File: config.mk
export PLATFORM = sky130hd
export DESIGN_NAME = sipo_deserializer
export DESIGN_NICKNAME = d
export VERILOG_FILES = /design/src/rtl/sipo_pkg.sv /design/src/rtl/sipo_out_buffer.sv /design/src/rtl/sipo_deserializer.sv
export SDC_FILE = /design/constraint.sdc
export NUM_CORES = 1
export LEC_CHECK = 0
export BUFFER_PORTS_ARGS = -buffer_cell sky130_fd_sc_hd__buf_2
export CAP_MARGIN = 40
export CORE_ASPECT_RATIO = 1.25
export CORE_MARGIN = 5
export CORE_UTILIZATION = 55
export DETAILED_ROUTE_END_ITERATION = 16
export GPL_TIMING_DRIVEN = 1
export HOLD_SLACK_MARGIN = 0.08
export PLACE_DENSITY_LB_ADDON = 0.08
export SLEW_MARGIN = 40
export SYNTH_ARGS = -nofsm -noshare
export SYNTH_HDL_FRONTEND = slang
export SYNTH_HIERARCHICAL = 1
export SYNTH_SLANG_ARGS = --single-unit
File: constraint.sdc
create_clock -name clk -period 2.7 [get_ports clk]
set_input_delay 0.405 -clock clk [delete_from_list [all_inputs] [get_ports clk]]
set_output_delay 0.405 -clock clk [all_outputs]
set_load 0.1 [all_outputs]
File: src/rtl/sipo_pkg.sv
// Shared definitions for the SIPO deserializer: bit-order encoding,
// bit-counter sizing and the even-parity helper.
// Optional feature macro: SIPO_PARITY_EN (trailing even-parity bit per frame).
package sipo_pkg;

    // Order in which serial bits are placed into the word.
    typedef enum logic {
        ORDER_MSB = 1'b0,
        ORDER_LSB = 1'b1
    } order_e;

    // Widest word supported; the parity helper works on this width.
    localparam int MAX_WIDTH = 64;

    // Bits needed to count from 0 up to and including width.
    function automatic int cnt_width(input int width);
        return $clog2(width + 1);
    endfunction

    // XOR reduction: 1 when the vector holds an odd number of ones.
    function automatic logic even_parity(input logic [MAX_WIDTH-1:0] bits);
        return ^bits;
    endfunction

endpackage

File: src/rtl/sipo_out_buffer.sv
// Output holding register for the deserializer: stores one completed word,
// presents it with valid/ready, and flags a sticky overrun when a word
// arrives while the previous one is still unconsumed.
module sipo_out_buffer #(
    parameter int WIDTH = 8
) (
    input  logic             clk,
    input  logic             reset_n,
    input  logic             i_clear,
    input  logic             i_load,
    input  logic [WIDTH-1:0] i_data,
    input  logic             i_ready,
    output logic [WIDTH-1:0] o_data,
    output logic             o_valid,
    output logic             o_overrun
);

    logic [WIDTH-1:0] r_data;
    logic             r_valid;
    logic             r_overrun;

    // Load, consume or drop a word; a load on the consume edge keeps valid high.
    always_ff @(posedge clk or negedge reset_n) begin
        if (!reset_n) begin
            r_data    <= '0;
            r_valid   <= 1'b0;
            r_overrun <= 1'b0;
        end else if (i_clear) begin
            r_data    <= '0;
            r_valid   <= 1'b0;
            r_overrun <= 1'b0;
        end else if (i_load) begin
            if (!r_valid || i_ready) begin
                r_data  <= i_data;
                r_valid <= 1'b1;
            end else begin
                r_overrun <= 1'b1;
            end
        end else if (r_valid && i_ready) begin
            r_valid <= 1'b0;
        end
    end

    assign o_data    = r_data;
    assign o_valid   = r_valid;
    assign o_overrun = r_overrun;

endmodule

File: src/rtl/sipo_deserializer.sv
// Parametrised serial-in/parallel-out deserializer. Keeps the shift register,
// bit counter and per-word bit-order latch; completed words go to
// sipo_out_buffer for the valid/ready handshake.
// Optional feature macro: SIPO_PARITY_EN -- each frame carries one trailing
// even-parity bit that is checked and reported on parity_err.
module sipo_deserializer
    import sipo_pkg::*;
#(
    parameter int  WIDTH = 8,
    localparam int CNT_W = cnt_width(WIDTH)
) (
    input  logic             clk,
    input  logic             reset_n,
    input  logic             clear,
    input  logic             serial_in,
    input  logic             shift,
    input  logic             lsb_first,
    output logic [WIDTH-1:0] data_out,
    output logic             data_valid,
    input  logic             data_ready,
    output logic [CNT_W-1:0] bit_count,
    output logic             overrun
`ifdef SIPO_PARITY_EN
    ,
    output logic             parity_err
`endif
);

`ifdef SIPO_PARITY_EN
    // Frame = data bits + parity bit; the buffer also carries the parity flag.
    localparam int FRAME = WIDTH + 1;
    localparam int BUF_W = WIDTH + 1;
`else
    localparam int FRAME = WIDTH;
    localparam int BUF_W = WIDTH;
`endif

    localparam logic [CNT_W-1:0] LAST_IDX = CNT_W'(FRAME - 1);

    logic [WIDTH-1:0] r_shift_reg;
    logic [CNT_W-1:0] r_bit_count;
    order_e           r_order;

    logic             w_first;
    logic             w_last;
    logic             w_data_bit;
    logic             w_complete;
    order_e           w_order;
    logic [WIDTH-1:0] w_shift_next;
    logic [BUF_W-1:0] w_word;
    logic [BUF_W-1:0] w_buf_data;

    assign w_first    = (r_bit_count == '0);
    assign w_last     = (r_bit_count == LAST_IDX);
    assign w_complete = shift && w_last;

    // First bit of a word takes the live order input; later bits use the latch.
    assign w_order = w_first ? order_e'(lsb_first) : r_order;

    // Next shift-register contents for the selected bit order.
    always_comb begin
        w_shift_next = r_shift_reg;
        if (w_order == ORDER_LSB) begin
            w_shift_next = {serial_in, r_shift_reg[WIDTH-1:1]};
        end else begin
            w_shift_next = {r_shift_reg[WIDTH-2:0], serial_in};
        end
    end

`ifdef SIPO_PARITY_EN
    // Parity bit arrives last and is checked, never stored in the word.
    assign w_data_bit = !w_last;
    assign w_word     = {even_parity(MAX_WIDTH'(r_shift_reg)) ^ serial_in, r_shift_reg};
`else
    // Last data bit is folded in combinationally so the word loads on this edge.
    assign w_data_bit = 1'b1;
    assign w_word     = w_shift_next;
`endif

    // Capture serial bits, latch the order on the first bit, wrap the counter.
    always_ff @(posedge clk or negedge reset_n) begin
        if (!reset_n) begin
            r_shift_reg <= '0;
            r_bit_count <= '0;
            r_order     <= ORDER_MSB;
        end else if (clear) begin
            r_shift_reg <= '0;
            r_bit_count <= '0;
            r_order     <= ORDER_MSB;
        end else if (shift) begin
            if (w_data_bit) begin
                r_shift_reg <= w_shift_next;
            end
            if (w_first) begin
                r_order <= order_e'(lsb_first);
            end
            r_bit_count <= w_last ? '0 : r_bit_count + CNT_W'(1);
        end
    end

    sipo_out_buffer #(
        .WIDTH (BUF_W)
    ) u_out_buffer (
        .clk       (clk),
        .reset_n   (reset_n),
        .i_clear   (clear),
        .i_load    (w_complete),
        .i_data    (w_word),
        .i_ready   (data_ready),
        .o_data    (w_buf_data),
        .o_valid   (data_valid),
        .o_overrun (overrun)
    );

`ifdef SIPO_PARITY_EN
    assign data_out   = w_buf_data[WIDTH-1:0];
    assign parity_err = w_buf_data[WIDTH];
`else
    assign data_out   = w_buf_data;
`endif

    assign bit_count = r_bit_count;

endmodule
* Yosys cells after proc, flatten, opt, wreduce, memory -nomap -nowiden
Cells that the tools add are included.
** Word-level totals
- Register bits after elaboration :: 23
- Bits of input ports :: 7
- Output and inout bits :: 14
- Word-level logic and storage cells :: 41
** Operators by class
- $add $sub $neg :: 1
- Equality and inequality tests :: 3
- Multiplexer cells :: 19
- Reduce and logical (&&, ||, !) cells :: 12
** Operator list (count)
- 8-bit two-way mux :: 6
- 4-bit two-way mux :: 3
- 1-bit two-way mux :: 10
- 2-bit AND reduction :: 3
- 2-bit nonzero test :: 3
- 4-bit by 1-bit adder with 4-bit output, second input constant :: 1
- 4-bit by 3-bit == test with 1-bit output, second input constant :: 1
- 4-bit zero test :: 1
- 3-bit != test, second input constant :: 1
- 3-bit nonzero test :: 1
- 1-bit logical AND :: 2
- 2-bit != test, second input constant :: 1
- 1-bit zero test :: 1
- 1-bit logical OR :: 1

* Depth between registers and ports, before layout
- Word-level depth :: 6
- Gate-level depth with buffers :: 8
- Depth with buffers taken out :: 7

* By module
Netlist, hierarchy kept.
** By module, submodules not included
- sipo_deserializer :: instances 1, cells each 94, area an instance 893.4 µm², seq. area each 325.3 µm²
- sipo_out_buffer :: instances 1, cells each 42, area an instance 485.5 µm², seq. area each 250.2 µm²

* Least setup slack after synthesis
No wires, ideal clock.
- Kind :: register to register
- From :: register r_bit_count[0], in the netlist bit_count[0]
- To :: register u_out_buffer.r_data[6], in the netlist u_out_buffer/o_data[6]
- Arrival :: 2354 ps
- Slack :: 220 ps
- Cell stages (with the launch flop) :: 9
- Buffers on the path :: 1
- Cells stage by stage :: dfrtp_1 -> inv_1 -> ha_1 -> or3b_4 -> buf_6 -> a21oi_4 -> mux2_4 -> nand2b_1 -> mux2i_1
** Between the ends
- Word-level cells in the longest chain between the ends :: 6
- Elaborated cells between the ends (all ways) :: 10
- Those cells by class :: eq/ne (1); mux (5); reduce/logical (4)
** RTL lines
- from (decl) :: RTL line sipo_deserializer.sv:41 : logic [CNT_W-1:0] r_bit_count;
- from (signal assigned) :: RTL line sipo_deserializer.sv:97 : r_bit_count <= w_last ? '0 : r_bit_count + CNT_W'(1);
- 4-bit zero test :: RTL line sipo_deserializer.sv:53 : assign w_first = (r_bit_count == '0);
- 1-bit two-way mux
- 8-bit two-way mux :: RTL line sipo_deserializer.sv:63 : if (w_order == ORDER_LSB) begin
- named net w_shift_next[6] :: RTL line sipo_deserializer.sv:49 : logic [WIDTH-1:0] w_shift_next;
- 8-bit two-way mux :: RTL line sipo_out_buffer.sv:33 : if (!r_valid || i_ready) begin
- 8-bit two-way mux :: RTL line sipo_out_buffer.sv:32 : end else if (i_load) begin
- 8-bit two-way mux :: RTL line sipo_out_buffer.sv:28 : end else if (i_clear) begin
- to (signal assigned) :: RTL line sipo_out_buffer.sv:34 : r_data <= i_data;
- to (decl) :: RTL line sipo_out_buffer.sv:18 : logic [WIDTH-1:0] r_data;
The timed path passes the listed nets, and every way through them passes these cells. The select of a mux whose other input is x is not followed.
A chain may end at the register's enable or synchronous reset.

* Worst setup path in the final report
Same ends and word-level chain as after synthesis.

==> results_tabular.tex <==
\begin{tabular}{lr}
\hline
Metric & Value \\
\hline
\multicolumn{2}{l}{\textbf{Timing}} \\
\quad Pin slew with the least headroom to its limit & 0.5117 ns \\
\quad Max-slew headroom at the worst pin & 65.74\% \\
\quad Worst-case setup margin in the final layout & 0.6029 ns \\
\quad Share of the clock period used by the worst path & 77.67\% \\
\quad Time the final worst path needs with I/O delays and setup & 2.097 ns \\
\quad Total count of hold-check failures in the final report & 0 \\
\quad Final sum of negative setup slack & 0 ns \\
\quad RSZ-0062 raised after global routing & no \\
\quad Final clock skew & 0.004777 ns \\
\quad Final setup violation count & 0 \\
\quad Achievable frequency & 476.9 MHz \\
\quad Fin. max-slew vios & 0 \\
\multicolumn{2}{l}{\textbf{Die}} \\
\quad Site Rows & 20 \\
\quad Die Footprint & 3615 um\^{}2 \\
\quad Ports placed on the boundary & 21 \\
\quad Height of the chip & 65.98 um \\
\quad Placeable Area & 2427 um\^{}2 \\
\quad Effective utilization at floorplan & 56.80\% \\
\quad Chip width & 54.79 um \\
\multicolumn{2}{l}{\textbf{Synthesis}} \\
\quad Yosys warns & 6 \\
\quad Summed instance area of the synthesized netlist & 1379 um\^{}2 \\
\quad Average footprint of a synthesized cell & 10.14 um\^{}2 \\
\quad Synth area leader & dfrtp\_1 \\
\quad Top post-synthesis cells by area & dfrtp\_1 42\%, mux2i\_1 12\%, nand2b\_1 7.3\%, nor3\_1 6.2\%, a2111oi\_0 5.1\% \\
\quad Dominant synthesized flop cell & dfrtp\_1 \\
\quad Netlist cell types & 28 \\
\quad Total of flip-flops plus latches after synthesis & 23 \\
\quad Post-Synthesis Net Count & 145 \\
\quad Share of synthesized registers carrying an async set or reset & 100.0\% \\
\quad Proportion of synthesized chip area in sequential cells & 41.74\% \\
\quad Post-Syn Instances & 136 \\
\quad Post-synth EDFFs & 0 \\
\quad Area share of the leading cell type in the synthesized netlist & 41.74\% \\
\multicolumn{2}{l}{\textbf{Detailed routing}} \\
\quad Via-to-Cell Ratio & 5.476 \\
\quad Number of iterations in the first detailed-routing pass & 4 \\
\quad DR iter-0 viols & 17 \\
\quad Vias after detailed routing & 1024 \\
\quad Antenna viol nets, final & 0 \\
\quad Routed wirelength normalized by instance count & 14.17 um \\
\quad Detailed Route WL & 2.649 mm \\
\quad DRC violations left & 0 \\
\multicolumn{2}{l}{\textbf{Finish}} \\
\quad Filler cell count in the final layout & 226 \\
\quad Antenna cell count & 0 \\
\quad Cell Count, Final, Fillers Out & 187 \\
\quad Share of cells above drive strength 1 & 21.43\% \\
\quad Final standard cell area without fillers & 1508 um\^{}2 \\
\quad Syn-to-layout area delta & 9.347\% \\
\quad Final net count & 164 \\
\multicolumn{2}{l}{\textbf{Clocking}} \\
\quad Clk Tree Root Cell & clkbuf\_4 \\
\quad Post-CTS resize count & 0 \\
\quad Clock Sinks & 23 \\
\quad CTS Buf Count & 3 \\
\quad CTS H-Tree Depth & 1 \\
\quad Clock buffer depth & 2 \\
\quad Clock latency on the worst-skew pair & 0.32 ns \\
\quad CTS clk-pin slew, worst paths & 0.12 ns \\
\quad TritonCTS clock tree & done \\
\quad Post-CTS Setup Repair Bufs & 0 \\
\multicolumn{2}{l}{\textbf{Placed design}} \\
\quad Placed Cells & 182 \\
\quad Placement-stage worst setup slack & 0.6072 ns \\
\quad Dpl hpwl & 1.895 mm \\
\quad Placed cell areas & 1470 um\^{}2 \\
\quad GPL Wtd Cong & 0.8178 \\
\quad Number of port buffers & 20 \\
\multicolumn{2}{l}{\textbf{GRT}} \\
\quad First-pass GRT wire length & 4.685 mm \\
\quad Via count of the first global-routing pass & 1044 \\
\quad Initial antenna violation count & 0 \\
\quad Pin count of the biggest net entering global routing & 32 \\
\quad Total congestion overflow & 0 \\
\quad Total routing usage reported by global routing & 17.42\% \\
\multicolumn{2}{l}{\textbf{Min path}} \\
\quad Min-Delay Path Class & in2reg \\
\quad Startpoint of the most critical hold path & data\_ready \\
\multicolumn{2}{l}{\textbf{Critical path}} \\
\quad Type of origin of the critical path & flip-flop \\
\quad Arrival time at the worst endpoint & 2.30 ns \\
\quad Critical R2R Launch & bit\_count[0] \\
\quad Required time of the critical path & 2.90 ns \\
\quad Kind of end point of the critical path & flip-flop \\
\quad Worst setup startpoint & bit\_count[0] \\
\quad Worst Setup Path Type & reg2reg \\
\quad Max FO, Critical Path & 10 \\
\multicolumn{2}{l}{\textbf{Pwr}} \\
\quad Pleak & 0.0006972 uW \\
\quad Largest vdd supply drop & 0.2374 mV \\
\quad Power density of the placed cells & 451.5 nW/um\^{}2 \\
\multicolumn{2}{l}{\textbf{Run status}} \\
\quad Result of the run & completed \\
\multicolumn{2}{l}{\textbf{Job}} \\
\quad MaxCap Viol Count & 0 \\
\hline
\end{tabular}
-- worst paths after layout --
check	to	slack, ns	cells past startpoint
hold / removal	u_out_buffer/o_valid	0.37	4
setup reg to reg	u_out_buffer/o_data[6]	0.60	7
setup / recovery	u_out_buffer/o_data[6]	0.60	7
hold reg to reg	u_out_buffer/o_overrun	0.51	2
min in group asynchronous	u_out_buffer/o_data[2]	0.56	2
max in group asynchronous	u_out_buffer/o_data[4]	1.78	2
-- final cells by class --
class | count | area, um^2 | share of cell area (%)
well taps | 33 | 41.29 | 2.739
clock inverters | 1 | 5.005 | 0.3319
multi-input cells | 95 | 711.9 | 47.22
flip-flops and latches | 23 | 575.6 | 38.17
repair buffers | 21 | 110.1 | 7.303
clock buffers | 3 | 22.52 | 1.494
inverters | 11 | 41.29 | 2.739
-- layer usage --
| layer | vias up | global-route usage, % | wire length (um) |
|---|---|---|---|
| met4 | 0 | 8.411 | 52 |
| met3 | 4 | 2.257 | 68 |
| li1 | 514 | - | - |
| met1 | 493 | 21.16 | 1202 |
| met5 | - | 0 | 0 |
| met2 | 13 | 29.14 | 1326 |
-- cells in the final DEF (no fill, tap or decap) --
| cell type | n |
|---|---|
| a21oi_4 | 1 |
| inv_1 | 11 |
| buf_2 | 20 |
| mux2_4 | 1 |
| clkinv_2 | 1 |
| a2111oi_0 | 8 |
| nand3_1 | 1 |
| mux2i_1 | 16 |
| clkbuf_4 | 3 |
| a21oi_1 | 3 |
| nor3_1 | 17 |
| and4bb_2 | 1 |
| o21bai_1 | 8 |
| dfrtp_1 | 23 |
| nand2_1 | 5 |
| or3_1 | 1 |
| nand3b_1 | 1 |
| nor2_1 | 6 |
| and4b_2 | 1 |
| nand2b_1 | 16 |
| nor2b_4 | 1 |
| nand4_1 | 1 |
| a211oi_4 | 1 |
| nor3b_2 | 1 |
| ha_1 | 2 |
| or3b_4 | 1 |
| dlygate4sd3_1 | 1 |
| nor2b_2 | 1 |
| xor2_1 | 1 |
-- per-stage QoR --
| stage | utilization (%) | hold slack, ns | total power, uW |
|---|---|---|---|
| 2_1_floorplan | - | 0.1094 | 491.5 |
| 3_3_place_gp | 60.57 | 0.4034 | 521.3 |
| 3_5_place_dp | 60.57 | 0.4046 | 523.5 |
| 4_1_cts | 62.11 | 0.3583 | 690.5 |
| 5_1_grt | 62.11 | 0.4124 | 719.9 |
| 6_report | 62.11 | 0.3706 | 680.7 |
-- power by group --
part | total, uW | internal, uW | switching, uW
registers | 376 | 359 | 16.9
clock network | 164 | 55.6 | 108
logic | 141 | 51.3 | 90.1
total | 681 | 466 | 215
-- Yosys cell counts (2+ instances only) --
library cell,number
a2111oi_0,8
a21oi_1,3
buf_6,3
clkbuf_1,3
dfrtp_1,23
ha_1,2
inv_1,11
mux2i_1,16
nand2_1,5
nand2b_1,16
nor2_1,6
nor3_1,17
o21bai_1,8
-- timing repair --
item	CTS	global route
hold buffers	1	0
setup endpoints to repair	0	0
hold endpoints to repair	23	0
-- cell families (layout without fill, tap and decap cells) --
family | count (synthesis) | in the layout | synth area share (%)
XOR/XNOR | 1 | 1 | 0.6353
AND/OR/NAND/NOR | 54 | 54 | 23.32
AO/OA/AOI/OAI | 21 | 21 | 13.16
adder cells (fa/ha/maj) | 2 | 2 | 1.815
multiplexers | 17 | 17 | 12.70
buffers and inverters | 18 | 36 | 6.624
flip-flops | 23 | 23 | 41.74
-- critical path: stages (launching register included) --
cell      delay, ns
dfrtp_1        0.44
inv_1          0.09
ha_1           0.16
or3b_4         0.46
a21oi_4        0.36
mux2_4         0.33
nand2b_1       0.07
mux2i_1        0.06
Note: power is estimated with default switching activity, not from simulation.
